[config.mk]
export PLATFORM = sky130hd
export DESIGN_NAME = aes_selftest_ctrl_flat
export DESIGN_NICKNAME = d
export VERILOG_FILES = /design/src/rtl/aes_selftest_ctrl_if.sv /design/src/rtl/aes_selftest_ctrl.sv /design/src/flat_wrapper.sv
export SDC_FILE = /design/constraint.sdc
export NUM_CORES = 1
export LEC_CHECK = 0
export CORE_AREA = 5 5 416 418
export DETAILED_ROUTE_END_ITERATION = 10
export DIE_AREA = 0 0 421 423
export MAX_ROUTING_LAYER = met4
export PLACE_DENSITY = 0.46
export SYNTH_ARGS = -nofsm -noshare
export SYNTH_HDL_FRONTEND = slang
export SYNTH_SLANG_ARGS = --single-unit
export TNS_END_PERCENT = 5
[constraint.sdc]
create_clock -name clk -period 2.1 [get_ports clk]
set_input_delay 0.21 -clock clk [delete_from_list [all_inputs] [get_ports clk]]
set_output_delay 0.21 -clock clk [all_outputs]
set_load 0.02 [all_outputs]
[src/rtl/aes_selftest_ctrl_if.sv]
// Bundles the host control/status bus and the aes_core loopback bus of aes_selftest_ctrl.
// master = the controller's view, slave = the host/core environment's view.
interface aes_selftest_ctrl_if #(
  parameter int CNT_W = 16
);
  logic             start;
  logic [CNT_W-1:0] num_blocks;
  logic [255:0]     key_in;
  logic             keylen_in;
  logic [127:0]     seed;

  logic             busy;
  logic             done;
  logic             timeout_err;
  logic [CNT_W-1:0] pass_count;
  logic [CNT_W-1:0] fail_count;
  logic [127:0]     last_result;

  logic             core_init;
  logic             core_next;
  logic [255:0]     core_key;
  logic             core_keylen;
  logic [127:0]     core_block;
  logic             core_finished;
  logic             core_comp_result;
  logic [127:0]     core_result;

  modport master (
    input  start, num_blocks, key_in, keylen_in, seed,
    input  core_finished, core_comp_result, core_result,
    output busy, done, timeout_err, pass_count, fail_count, last_result,
    output core_init, core_next, core_key, core_keylen, core_block
  );

  modport slave (
    output start, num_blocks, key_in, keylen_in, seed,
    output core_finished, core_comp_result, core_result,
    input  busy, done, timeout_err, pass_count, fail_count, last_result,
    input  core_init, core_next, core_key, core_keylen, core_block
  );
endinterface

[src/rtl/aes_selftest_ctrl.sv]
// Burst self-test initiator for aes_core: init/key wait, then per block LOAD, 2-cycle next, wait, check.
// Block latency 4 cycles + core latency; start is ignored while busy, core_finished outside WAIT_FIN ignored.
module aes_selftest_ctrl #(
  parameter int KEY_WAIT_CYCLES = 32,
  parameter int TIMEOUT_CYCLES  = 255,
  parameter int CNT_W           = 16
) (
  input  logic                clk,
  input  logic                reset_n,
  aes_selftest_ctrl_if.master bus
);

  localparam int KW_W = $clog2(KEY_WAIT_CYCLES + 1);
  localparam int WD_W = $clog2(TIMEOUT_CYCLES + 1);

  typedef enum logic [2:0] {
    S_IDLE,
    S_KEY_INIT,
    S_KEY_WAIT,
    S_LOAD,
    S_NEXT_PULSE,
    S_WAIT_FIN,
    S_CHECK,
    S_DONE
  } state_t;

  state_t           r_state;
  state_t           w_state_nxt;

  logic [255:0]     r_key;
  logic             r_keylen;
  logic [CNT_W-1:0] r_num;
  logic [127:0]     r_lfsr;
  logic [KW_W-1:0]  r_wait;
  logic [WD_W-1:0]  r_wd;
  logic             r_pulse;
  logic [CNT_W-1:0] r_blk_cnt;
  logic [CNT_W-1:0] r_pass;
  logic [CNT_W-1:0] r_fail;
  logic [127:0]     r_last;
  logic             r_cmp;
  logic [127:0]     r_ct;
  logic             r_timeout;
  logic             r_skip;

  logic             w_wait_end;
  logic             w_wd_end;
  logic [CNT_W-1:0] w_blk_inc;
  logic             w_init;
  logic             w_next;
  logic             w_busy;
  logic             w_done;

  function automatic logic [127:0] lfsr_step(input logic [127:0] s);
    lfsr_step = {s[126:0], 1'b0} ^ (s[127] ? 128'h87 : 128'h0);
  endfunction

  assign w_wait_end = (r_wait == KW_W'(KEY_WAIT_CYCLES - 1));
  assign w_wd_end   = (r_wd == WD_W'(TIMEOUT_CYCLES - 1));
  assign w_blk_inc  = r_blk_cnt + CNT_W'(1);

  always_ff @(posedge clk or negedge reset_n) begin
    if (!reset_n) begin
      r_state <= S_IDLE;
    end else begin
      r_state <= w_state_nxt;
    end
  end

  always_comb begin
    w_state_nxt = r_state;
    w_init      = 1'b0;
    w_next      = 1'b0;
    w_busy      = 1'b1;
    w_done      = 1'b0;
    case (r_state)
      S_IDLE, S_DONE: begin
        w_busy = 1'b0;
        // r_skip hides done for one cycle after a zero-length run is accepted
        w_done = (r_state == S_DONE) && !r_skip;
        if (bus.start) begin
          w_state_nxt = (bus.num_blocks == '0) ? S_DONE : S_KEY_INIT;
        end
      end
      S_KEY_INIT: begin
        w_init      = 1'b1;
        w_state_nxt = S_KEY_WAIT;
      end
      S_KEY_WAIT: begin
        if (w_wait_end) begin
          w_state_nxt = S_LOAD;
        end
      end
      S_LOAD: begin
        w_state_nxt = S_NEXT_PULSE;
      end
      S_NEXT_PULSE: begin
        w_next = 1'b1;
        if (r_pulse) begin
          w_state_nxt = S_WAIT_FIN;
        end
      end
      S_WAIT_FIN: begin
        if (bus.core_finished) begin
          w_state_nxt = S_CHECK;
        end else if (w_wd_end) begin
          w_state_nxt = S_DONE;
        end
      end
      S_CHECK: begin
        w_state_nxt = (w_blk_inc == r_num) ? S_DONE : S_LOAD;
      end
      default: begin
        w_state_nxt = S_IDLE;
      end
    endcase
  end

  always_ff @(posedge clk or negedge reset_n) begin
    if (!reset_n) begin
      r_key     <= '0;
      r_keylen  <= 1'b0;
      r_num     <= '0;
      r_lfsr    <= '0;
      r_wait    <= '0;
      r_wd      <= '0;
      r_pulse   <= 1'b0;
      r_blk_cnt <= '0;
      r_pass    <= '0;
      r_fail    <= '0;
      r_last    <= '0;
      r_cmp     <= 1'b0;
      r_ct      <= '0;
      r_timeout <= 1'b0;
      r_skip    <= 1'b0;
    end else begin
      r_skip <= 1'b0;
      case (r_state)
        S_IDLE, S_DONE: begin
          if (bus.start) begin
            r_key     <= bus.key_in;
            r_keylen  <= bus.keylen_in;
            r_num     <= bus.num_blocks;
            // an all-zero state would lock the LFSR at zero
            r_lfsr    <= (bus.seed == '0) ? 128'h1 : bus.seed;
            r_blk_cnt <= '0;
            r_pass    <= '0;
            r_fail    <= '0;
            r_timeout <= 1'b0;
            r_skip    <= (bus.num_blocks == '0);
          end
        end
        S_KEY_INIT: begin
          r_wait <= '0;
        end
        S_KEY_WAIT: begin
          r_wait <= r_wait + KW_W'(1);
        end
        S_NEXT_PULSE: begin
          r_pulse <= ~r_pulse;
          r_wd    <= '0;
        end
        S_WAIT_FIN: begin
          if (bus.core_finished) begin
            r_cmp <= bus.core_comp_result;
            r_ct  <= bus.core_result;
          end else if (w_wd_end) begin
            r_timeout <= 1'b1;
          end else begin
            r_wd <= r_wd + WD_W'(1);
          end
        end
        S_CHECK: begin
          if (r_cmp) begin
            if (r_pass != '1) begin
              r_pass <= r_pass + CNT_W'(1);
            end
          end else begin
            if (r_fail != '1) begin
              r_fail <= r_fail + CNT_W'(1);
            end
          end
          r_last    <= r_ct;
          r_lfsr    <= lfsr_step(r_lfsr);
          r_blk_cnt <= w_blk_inc;
        end
        default: begin
        end
      endcase
    end
  end

  assign bus.busy        = w_busy;
  assign bus.done        = w_done;
  assign bus.timeout_err = r_timeout;
  assign bus.pass_count  = r_pass;
  assign bus.fail_count  = r_fail;
  assign bus.last_result = r_last;
  assign bus.core_init   = w_init;
  assign bus.core_next   = w_next;
  assign bus.core_key    = r_key;
  assign bus.core_keylen = r_keylen;
  assign bus.core_block  = r_lfsr;

endmodule

[src/flat_wrapper.sv]
// flat-port wrapper written by rule: the top's interface ports become plain ports
module aes_selftest_ctrl_flat 
#(
  parameter int KEY_WAIT_CYCLES = 32,
  parameter int TIMEOUT_CYCLES  = 255,
  parameter int CNT_W           = 16
)
  (clk, reset_n, bus_start, bus_num_blocks, bus_key_in, bus_keylen_in, bus_seed, bus_core_finished, bus_core_comp_result, bus_core_result, bus_busy, bus_done, bus_timeout_err, bus_pass_count, bus_fail_count, bus_last_result, bus_core_init, bus_core_next, bus_core_key, bus_core_keylen, bus_core_block);
  aes_selftest_ctrl_if #(.CNT_W(CNT_W)) bus_i ();
  input  logic clk;
  input  logic reset_n;
  input wire logic [$bits(bus_i.start)-1:0] bus_start;
  input wire logic [$bits(bus_i.num_blocks)-1:0] bus_num_blocks;
  input wire logic [$bits(bus_i.key_in)-1:0] bus_key_in;
  input wire logic [$bits(bus_i.keylen_in)-1:0] bus_keylen_in;
  input wire logic [$bits(bus_i.seed)-1:0] bus_seed;
  input wire logic [$bits(bus_i.core_finished)-1:0] bus_core_finished;
  input wire logic [$bits(bus_i.core_comp_result)-1:0] bus_core_comp_result;
  input wire logic [$bits(bus_i.core_result)-1:0] bus_core_result;
  output wire logic [$bits(bus_i.busy)-1:0] bus_busy;
  output wire logic [$bits(bus_i.done)-1:0] bus_done;
  output wire logic [$bits(bus_i.timeout_err)-1:0] bus_timeout_err;
  output wire logic [$bits(bus_i.pass_count)-1:0] bus_pass_count;
  output wire logic [$bits(bus_i.fail_count)-1:0] bus_fail_count;
  output wire logic [$bits(bus_i.last_result)-1:0] bus_last_result;
  output wire logic [$bits(bus_i.core_init)-1:0] bus_core_init;
  output wire logic [$bits(bus_i.core_next)-1:0] bus_core_next;
  output wire logic [$bits(bus_i.core_key)-1:0] bus_core_key;
  output wire logic [$bits(bus_i.core_keylen)-1:0] bus_core_keylen;
  output wire logic [$bits(bus_i.core_block)-1:0] bus_core_block;
  assign bus_i.start = bus_start;
  assign bus_i.num_blocks = bus_num_blocks;
  assign bus_i.key_in = bus_key_in;
  assign bus_i.keylen_in = bus_keylen_in;
  assign bus_i.seed = bus_seed;
  assign bus_i.core_finished = bus_core_finished;
  assign bus_i.core_comp_result = bus_core_comp_result;
  assign bus_i.core_result = bus_core_result;
  assign bus_busy = bus_i.busy;
  assign bus_done = bus_i.done;
  assign bus_timeout_err = bus_i.timeout_err;
  assign bus_pass_count = bus_i.pass_count;
  assign bus_fail_count = bus_i.fail_count;
  assign bus_last_result = bus_i.last_result;
  assign bus_core_init = bus_i.core_init;
  assign bus_core_next = bus_i.core_next;
  assign bus_core_key = bus_i.core_key;
  assign bus_core_keylen = bus_i.core_keylen;
  assign bus_core_block = bus_i.core_block;
  aes_selftest_ctrl #(.KEY_WAIT_CYCLES(KEY_WAIT_CYCLES), .TIMEOUT_CYCLES(TIMEOUT_CYCLES), .CNT_W(CNT_W)) u_core (.clk(clk), .reset_n(reset_n), .bus(bus_i));
endmodule
=== Word level (Yosys, flattened, before mapping) ===
Cells that the tools add are included.

* Bits in registers: 726
* Input bits: 534
* Output and inout bits: 550
* Logic and storage cells: 98

* Add/sub/neg operators: 5
* Equality and inequality tests: 23
* Muxes and demuxes: 34
* Bitwise logic cells: 2
* Reduce and logical (&&, ||, !) cells: 18

{| class="wikitable"
|+ Operators by type and width
! kind !! count
|-
| 128-bit 2-to-1 mux || 2
|-
| 128-bit case mux with 2 select lines || 1
|-
| 128-bit zero test || 1
|-
| 128-bit XOR || 1
|-
| 16-bit case mux with 2 select lines || 3
|-
| 16-bit 2-to-1 mux || 5
|-
| 16-bit by 1-bit adder with 16-bit output, second input constant || 3
|-
| 16-bit inequality test, second input constant || 2
|-
| 8-bit 2-to-1 mux || 3
|-
| 3-bit 2-to-1 mux || 7
|-
| 3-bit case mux with 7 select lines || 1
|-
| 16-bit == test || 1
|-
| 16-bit zero test || 1
|-
| 8-bit case mux with 2 select lines || 1
|-
| 4-bit AND reduction || 4
|-
| 3-bit == test, second input constant || 4
|-
| 2-bit by 1-bit inequality test with 1-bit output, second input constant || 6
|-
| 6-bit case mux with 2 select lines || 1
|-
| 1-bit 2-to-1 mux || 9
|-
| 8-bit by 1-bit adder with 8-bit output, second input constant || 1
|-
| 8-bit == test, second input constant || 1
|-
| 2-bit inequality test, second input constant || 4
|-
| 2-bit nonzero test || 4
|-
| 6-bit by 1-bit adder with 6-bit output, second input constant || 1
|-
| 12 further kinds || 15
|}

=== Logic depth before layout (Yosys ltp) ===
Gate-level depths: netlist (run 1).

* Word-level depth: 4
* Mapped depth: 9
* Mapped depth without buffers: 8

=== Worst setup path before layout (run 1) ===
Ideal clock, no wire load.

* Path kind: register to register
* Start point: reg u_core.r_state[2]
* End point: reg u_core.r_blk_cnt[4]
* Library setup time: 0.095 ns
* Arrival time: 2.016 ns
* Data required time: 2.005 ns
* Setup slack: -0.012 ns
* Stages on the path, launching flop included: 10
* Buffers on the path: 3
* Clock period less this slack: 2.112 ns
* Path through: dfrtp_1 and3_1 nor2_1 nor2b_1 clkbuf_1 nor2_1 clkbuf_1 clkbuf_1 o21ai_0 o31ai_1

* Longest elaborated chain between the ends: 4

{| class="wikitable"
|+ RTL lines
! item !! line !! source
|-
| start, declared || aes_selftest_ctrl.sv:27 || <nowiki>state_t r_state;</nowiki>
|-
| start signal, assigned || aes_selftest_ctrl.sv:66 || <nowiki>r_state <= w_state_nxt;</nowiki>
|-
| 3-bit == test or 3-bit zero test (tied branches) || aes_selftest_ctrl.sv:138 || <nowiki>case (r_state)</nowiki>
|-
| 2-bit OR reduction || aes_selftest_ctrl.sv:138 ||
|-
| 2-bit inequality test (no line) or 2-bit nonzero test (tied branches) || - ||
|-
| 2-bit AND reduction (no line) || - ||
|-
| end signal, assigned || aes_selftest_ctrl.sv:185 || <nowiki>r_blk_cnt <= w_blk_inc;</nowiki>
|-
| end, declared || aes_selftest_ctrl.sv:37 || <nowiki>logic [CNT_W-1:0] r_blk_cnt;</nowiki>
|}

Several ways; a longest one is shown, not always the timed one.
A chain may end at the register's enable or synchronous reset.

=== Worst setup path after layout (run 1) ===
* Start point: reg u_core.r_blk_cnt[2]
* End point: reg u_core.r_state[2]

* Longest elaborated chain between the ends: 4

{| class="wikitable"
|+ RTL lines
! item !! line !! source
|-
| 16-bit by 1-bit adder with 16-bit output || aes_selftest_ctrl.sv:60 || <nowiki>assign w_blk_inc = r_blk_cnt + CNT_W'(1);</nowiki>
|-
| 16-bit == test || aes_selftest_ctrl.sv:111 || <nowiki>w_state_nxt = (w_blk_inc == r_num) ? S_DONE : S_LOAD;</nowiki>
|-
| 3-bit 2-to-1 mux || aes_selftest_ctrl.sv:111 ||
|-
| 3-bit case mux with 7 select lines || aes_selftest_ctrl.sv:76 || <nowiki>case (r_state)</nowiki>
|}

No other way between the ends.

==> results by group, run 1 <==
Status
  – Result of the run: finished, violations left
  – Violated checks: negative setup slack

Worst setup path
  – Minimum setup slack among reg-to-reg paths: -0.4 ps
  – Biggest fanout along the worst timing path: 6
  – Max stage delay cell, worst path: or4b_1
  – Critical register-to-register path endpoint: u_core.r_state[2]$_DFFE_PN0P_
  – Origin of the critical flop-to-flop path: u_core.r_blk_cnt[2]$_DFFE_PN0P_
  – Crit path capture type: flip-flop
  – Start point of the critical path: u_core.r_blk_cnt[2]$_DFFE_PN0P_
  – Kind of start point of the critical path: flip-flop
  – Cells on worst reg2reg path: 6
  – Data arrival time of the worst path: 2690 ps
  – Required time worst endpoint: 2690 ps
  – CP cell instances: xnor2_4 > xnor2_1 > a2111oi_2 > nand4_1 > or4b_1 > o31ai_2
  – Startpoint-to-endpoint class of the critical path: reg -> reg
  – Delay of the slowest cell on the worst path: 540 ps

Timing
  – Headroom to the max-slew limit: 0.543
  – Tcrit/Tclk final: 1.00
  – Fin. max-slew vios: 0
  – Setup repair after global routing missed its margin: true
  – Final min period: 2100 ps
  – Min setup slack post-route: -0.376 ps
  – Tightest hold margin: 96.0 ps
  – Fin Setup TNS: -0.376 ps
  – Maximum operating frequency: 0.476 GHz
  – Count of final hold-check violations: 0
  – Actual transition at the worst max-transition pin: 689 ps
  – Post-route clock skew: 27.7 ps
  – Count of final setup violators: 1

Clock tree
  – Clock slew at the register clock pins of the worst setup and hold paths: 60 ps
  – Buffer cell driving the clock tree root: clkbuf_16
  – Clock tree sinks: 726
  – CTS tree: yes
  – CTS Buf Count: 91
  – Skew-Pair Late Insertion Delay: 690 ps
  – Longest Clk Path Bufs: 3
  – Number of levels the H-tree was split into: 3

Finish
  – Layout cell share with drive strength beyond 1: 0.121
  – Final non-filler cell area: 49,900 sq um
  – Core occupancy in the finished layout: 0.295
  – Sequential Area: 18,200 sq um
  – Commonest cells after routing, fill and taps aside: 1,499 x nand2_1, 992 x clkdlybuf4s50_1, 722 x dfrtp_1
  – Final-layout fill cell count: 17,600
  – Layout net count: 4,992
  – Area of the multi-input gates: 10,600 sq um
  – Area growth from synthesis to final layout: 70.1%
  – Most common library cell in the layout ignoring fill and taps: nand2_1

Detailed routing
  – Number of violations reported at the end of detailed-routing iteration 0: 1,598
  – Via count of the routed design: 26,900
  – Remaining antenna violation count: 0
  – Average routed wire per standard cell: 20.8 um
  – Count of TritonRoute iterations in the first routing pass: 5
  – DRC: 0
  – Aggregate routed wire length: 141,000 um
  – Via density: 3.97

Placed design
  – Count of input and output buffers: 1,083
  – Placed cell areas: 44,500 sq um
  – GPL Wtd Cong: 0.952
  – Total half-perimeter wirelength after legalization and detailed placement: 108,000 um

Floorplanning
  – Core Region: 169,000 sq um
  – Number of rows in the core area: 151
  – Die Outline Area: 178,000 sq um
  – Height of the die: 423 um
  – Ports: 1,084
  – Horizontal die dimension: 421 um
  – Starting utilization of the core area: 0.174

Logic synthesis
  – Netlist area before placement: 29,300 sq um
  – Most used flip-flop cell after synthesis: dfrtp_1
  – Count of synthesis-stage warnings from yosys: 0
  – Average footprint of a synthesized cell: 9.68 sq um
  – Number of synthesized flops with an enable pin: 0
  – Net Count, Synth: 3,566
  – Unique masters post-synth: 62
  – Post-synthesis register bit count: 726
  – Proportion of synthesized chip area in sequential cells: 0.620
  – Asr flop ratio synth: 1.00
  – Post-Syn Instances: 3,026

Pwr
  – Worst voltage drop across the vdd grid: 655 uV
  – Power density cells: 1480 nW/um^2
  – Post-layout total power: 73.8 mW
  – Reported leakage power: 23.3 nW

Global route
  – Largest net degree at the start of global routing: 86
  – Overall Global Routing Usage: 0.157
  – Vias in the first global route: 27,500
  – Overflow left after global routing: 0
  – Number of antenna violations at the first check in global routing: 32
  – Wire length of the first global-routing pass: 202,000 um

Flow run
  – Count of maximum capacitance violations: 0

Min path
  – Hold endpoint: u_core.bus.core_key[166]$_DFFE_PN0P_
  – Class of the tightest hold or removal check: in -> reg
  – Hold_sp: bus_key_in[166]
  – Hold-critical path depth: 3
routing by layer:
layer,routed length (um),vias up,global-route usage
li1,-,12700,-
met1,57000,13100,0.182
met2,67500,848,0.252
met3,9990,208,0.0503
met4,6320,0,0.0627
met5,0,-,-
critical path: cells and delay by family (launching register included):
family / cells / cell delay [ps]
flip-flops: 1 / 470
AND/OR/NAND/NOR: 2 / 670
AO/OA/AOI/OAI: 2 / 570
XOR/XNOR: 2 / 310
what timing repair did:
action                                 4_1_cts  5_1_grt
pin swaps                                    3        6
gates cloned                                 0        1
buffers inserted                             6        3
setup endpoints to repair                   88      105
resized for setup                          126       32
hold buffers                               196        0
endpoints found under the hold margin      561        0
final cells by class:
cell class	instances	share of cell area
Clock inverter	42	0.0111
Tap cell	2218	0.0557
Sequential cell	726	0.365
Inverter	6	0.000452
Antenna cell	25	0.00125
Timing Repair Buffer	1501	0.302
Multi-Input combinational cell	2126	0.212
Clock buffer	123	0.0526
where the power goes:
part / switching [mW] / internal [mW] / total (mW)
clock network: 6.73 / 10.0 / 16.7
logic: 18.3 / 14.3 / 32.5
registers: 4.33 / 20.2 / 24.6
cell usage after synthesis (6+ instances only):
cell,number,area (sq um)
a21oi_1,18,90.1
a22oi_1,125,938
and3_1,10,62.6
and4_1,6,52.6
buf_1,10,37.5
buf_2,31,155
clkbuf_1,123,462
dfrtp_1,726,18200
ha_1,6,75.1
inv_1,6,22.5
mux2_2,130,1460
nand2_1,1503,5640
nand3_1,28,140
nand4_1,25,156
nor2_1,57,214
nor4_1,40,250
o21ai_0,43,215
o31ai_1,7,52.6
or3_1,7,43.8
xnor2_1,22,193
xor2_1,32,280
how the worst max path moves through the flow:
stage                                                       to  slack [ps]
final                            u_core.r_state[2]$_DFFE_PN0P_        -0.4
after global routing             u_core.r_state[2]$_DFFE_PN0P_         -90
after CTS                                        bus_core_next         -40
after detailed placement  u_core.bus.core_block[0]$_DFFE_PN0P_        -230
after global placement    u_core.bus.core_block[0]$_DFFE_PN0P_        -220
after floorplan                  u_core.r_state[2]$_DFFE_PN0P_          -7
kinds of logic (layout without fill, tap and decap cells):
kind of cell	count (synthesis)	in the layout	synth area share
and+or+nand+nor	1709	1709	0.232
AOI/OAI and AO/OA	221	221	0.0521
other	0	25	0
xor gates and xnor gates	55	55	0.0171
muxes	135	135	0.0517
adders and majority gates	6	6	0.00256
buffers and inverters	174	1672	0.0243
DFF	726	726	0.620
through the flow:
stage                     cells  setup WS (ps)
after floorplan            3026          -7.30
after global placement     6371           -221
after detailed placement   6371           -231
after CTS                  6738          -41.8
after global routing       6766          -89.9
final                      6767         -0.376
flip-flops by register name, summed over array words and instances (netlist names), 3 cells and up:
name,cells
u_core.bus.core_key,256
u_core.bus.core_block,128
u_core.bus.last_result,128
u_core.r_ct,128
u_core.bus.fail_count,16
u_core.bus.pass_count,16
u_core.r_blk_cnt,16
u_core.r_num,16
u_core.r_wd,8
u_core.r_wait,6
u_core.r_state,3
(Power assumes the default switching activity.)
==> run 2: changes to the inputs <==
GPL_ROUTABILITY_DRIVEN = 0   (was default)
PLACE_DENSITY = 0.39   (was 0.46)
==> results by group, run 2 (same netlist as run 1, synthesis figures left out) <==
Detailed routing
  – Aggregate routed wire length: 144,000 um
  – Via count of the routed design: 26,800
  – Metal-1 WL: 57,500 um
  – DRC: 0
  – Remaining antenna violation count: 0
  – Count of TritonRoute iterations in the first routing pass: 5
  – Highest metal layer with signal wires: met4
  – Met2 wire length: 71,200 um
  – Via density: 3.93
  – WL met3: 9800 um
  – Average routed wire per standard cell: 21.0 um
  – Number of violations reported at the end of detailed-routing iteration 0: 1,470

Finish
  – Core occupancy in the finished layout: 0.299
  – Most common library cell in the layout ignoring fill and taps: nand2_1
  – Final non-filler cell area: 50,400 sq um
  – Final instance count without filler cells: 6,837
  – Area growth from synthesis to final layout: 72.0%
  – Final-layout fill cell count: 17,800
  – Largest register FFs: 256
  – Layout net count: 5,044
  – Commonest cells after routing, fill and taps aside: 1,503 x nand2_1, 997 x clkdlybuf4s50_1, 724 x dfrtp_1
  – Layout cell share with drive strength beyond 1: 0.125

Timing
  – Min setup slack post-route: -0.249 ps
  – Count of final hold-check violations: 0
  – Post-route clock skew: 43.6 ps
  – Setup repair after global routing missed its margin: true
  – Tightest hold margin: 77.9 ps
  – Headroom to the max-slew limit: 0.572
  – Final min period: 2100 ps
  – Fin. max-slew vios: 0
  – Count of final setup violators: 1
  – Tcrit/Tclk final: 1.00
  – Actual transition at the worst max-transition pin: 642 ps
  – Maximum operating frequency: 0.476 GHz

Worst setup path
  – Logic depth of the worst setup path including buffers: 8
  – Max stage delay cell, worst path: or4b_4
  – Biggest fanout along the worst timing path: 4
  – Startpoint-to-endpoint class of the critical path: reg -> reg
  – Required time worst endpoint: 2710 ps
  – Delay of the slowest cell on the worst path: 490 ps
  – CP cell instances: inv_2 > ha_4 > nand3_2 > o21a_1 > nor3_4 > nand3_1 > or4b_4 > o31ai_1
  – Number of buffer and inverter instances along the worst setup path: 1
  – Kind of start point of the critical path: flip-flop
  – Data arrival time of the worst path: 2710 ps
  – Cells on worst reg2reg path: 8
  – Largest delay contributor family on the critical path: simple AND/OR/NAND/NOR gates
  – Crit path capture type: flip-flop

Pwr
  – Power density cells: 1480 nW/um^2
  – Worst voltage drop across the vdd grid: 695 uV
  – Proportion of power drawn by combinational gates: 0.445
  – Switching Fraction: 0.394
  – Clock network fraction of total power: 0.229
  – Post-layout total power: 74.4 mW
  – Internal power component: 45.1 mW
  – Reported leakage power: 23.5 nW
  – Sequential share of power: 0.326
  – Switching power: 29.3 mW

Status
  – Result of the run: finished, violations left
  – Violated checks: negative setup slack

Placed design
  – Placed cell areas: 44,800 sq um
  – Cell count after placement: 6,408
  – Total half-perimeter wirelength after legalization and detailed placement: 111,000 um
  – Count of input and output buffers: 1,083

Flow run
  – Count of maximum capacitance violations: 0

Clock tree
  – Clock tree sinks: 726
  – CTS Buf Count: 94
  – Skew-Pair Late Insertion Delay: 710 ps
  – Number of levels the H-tree was split into: 3
  – Buffer cell driving the clock tree root: clkbuf_16
  – Clock slew at the register clock pins of the worst setup and hold paths: 60 ps
  – Longest Clk Path Bufs: 3
  – CTS tree: yes

Floorplanning
  – Height of the die: 423 um
  – Ports: 1,084
  – Core Region: 169,000 sq um
  – Starting utilization of the core area: 0.174
  – Die Outline Area: 178,000 sq um
  – Horizontal die dimension: 421 um
  – Number of rows in the core area: 151

Global route
  – Overflow left after global routing: 0
  – Wire length of the first global-routing pass: 207,000 um
  – Number of antenna violations at the first check in global routing: 47
  – Largest net degree at the start of global routing: 104
  – Overall Global Routing Usage: 0.161
  – Vias in the first global route: 27,800

Min path
  – Class of the tightest hold or removal check: in -> reg
  – Hold-critical path depth: 3
[run 2: cell type report]
class / count / area [sq um] / area share
timing repair buffer: 1550 / 15500 / 0.308
tap: 2218 / 2780 / 0.0551
antenna: 38 / 95.1 / 0.00189
sequential: 726 / 18200 / 0.361
clock buffer: 147 / 2860 / 0.0568
inverter: 6 / 22.5 / 0.000447
clock inverter: 26 / 392 / 0.00777
multi-input combinational: 2126 / 10600 / 0.209
[run 2: worst paths after layout]
| check | startpoint | slack [ps] | end |
|---|---|---|---|
| max in group asynchronous | reset_n | 830 | u_core.bus.last_result[12]$_DFFE_PN0P_ |
| min in group asynchronous | reset_n | 250 | u_core.bus.core_block[29]$_DFFE_PN0P_ |
| min reg2reg | u_core.r_ct[120]$_DFFE_PN0P_ | 440 | u_core.bus.last_result[120]$_DFFE_PN0P_ |
| min | bus_key_in[23] | 80 | u_core.bus.core_key[23]$_DFFE_PN0P_ |
| max reg2reg | u_core.r_wd[0]$_DFFE_PN0P_ | -0.2 | u_core.r_state[2]$_DFFE_PN0P_ |
| max | u_core.r_wd[0]$_DFFE_PN0P_ | -0.2 | u_core.r_state[2]$_DFFE_PN0P_ |
[run 2: worst reg2reg max path, cell delays in order (launching register included)]
cell	delay, ps
dfrtp_1	410
inv_2	100
ha_4	130
nand3_2	70
o21a_1	240
nor3_4	260
nand3_1	120
or4b_4	490
o31ai_1	190
[run 2: repair_timing]
item / 4_1_cts / 5_1_grt
hold endpoints to repair: 924 / 0
hold buffers: 212 / 0
cloned: 0 / 1
gates resized for setup: 108 / 37
pin swaps: 1 / 8
buffers inserted: 0 / 5
endpoints found under the setup margin: 83 / 203
[run 2: layer usage]
layer | vias up | global-route usage
met2 | 723 | 0.266
met4 | 0 | 0.0567
met5 | - | -
met3 | 189 | 0.0531
met1 | 13000 | 0.183
li1 | 12900 | -
[run 2: stage by stage]
step           setup WS [ps]  setup TNS [ps]
6_report              -0.249          -0.249
2_1_floorplan          -7.30           -7.30
4_1_cts                 -194            -266
3_5_place_dp            -263            -810
5_1_grt                -72.3            -373
3_3_place_gp            -252           -1020
[run 2: power by group through the flow]
stage	combinational (mW)	clock, mW	sequential [mW]
after global placement	33.3	0	24.3
after floorplan	9.39	0	29.3
final	33.1	17.0	24.3
after global routing	35.7	18.2	25.0
after detailed placement	33.4	0	24.4
after CTS	33.5	17.6	24.2
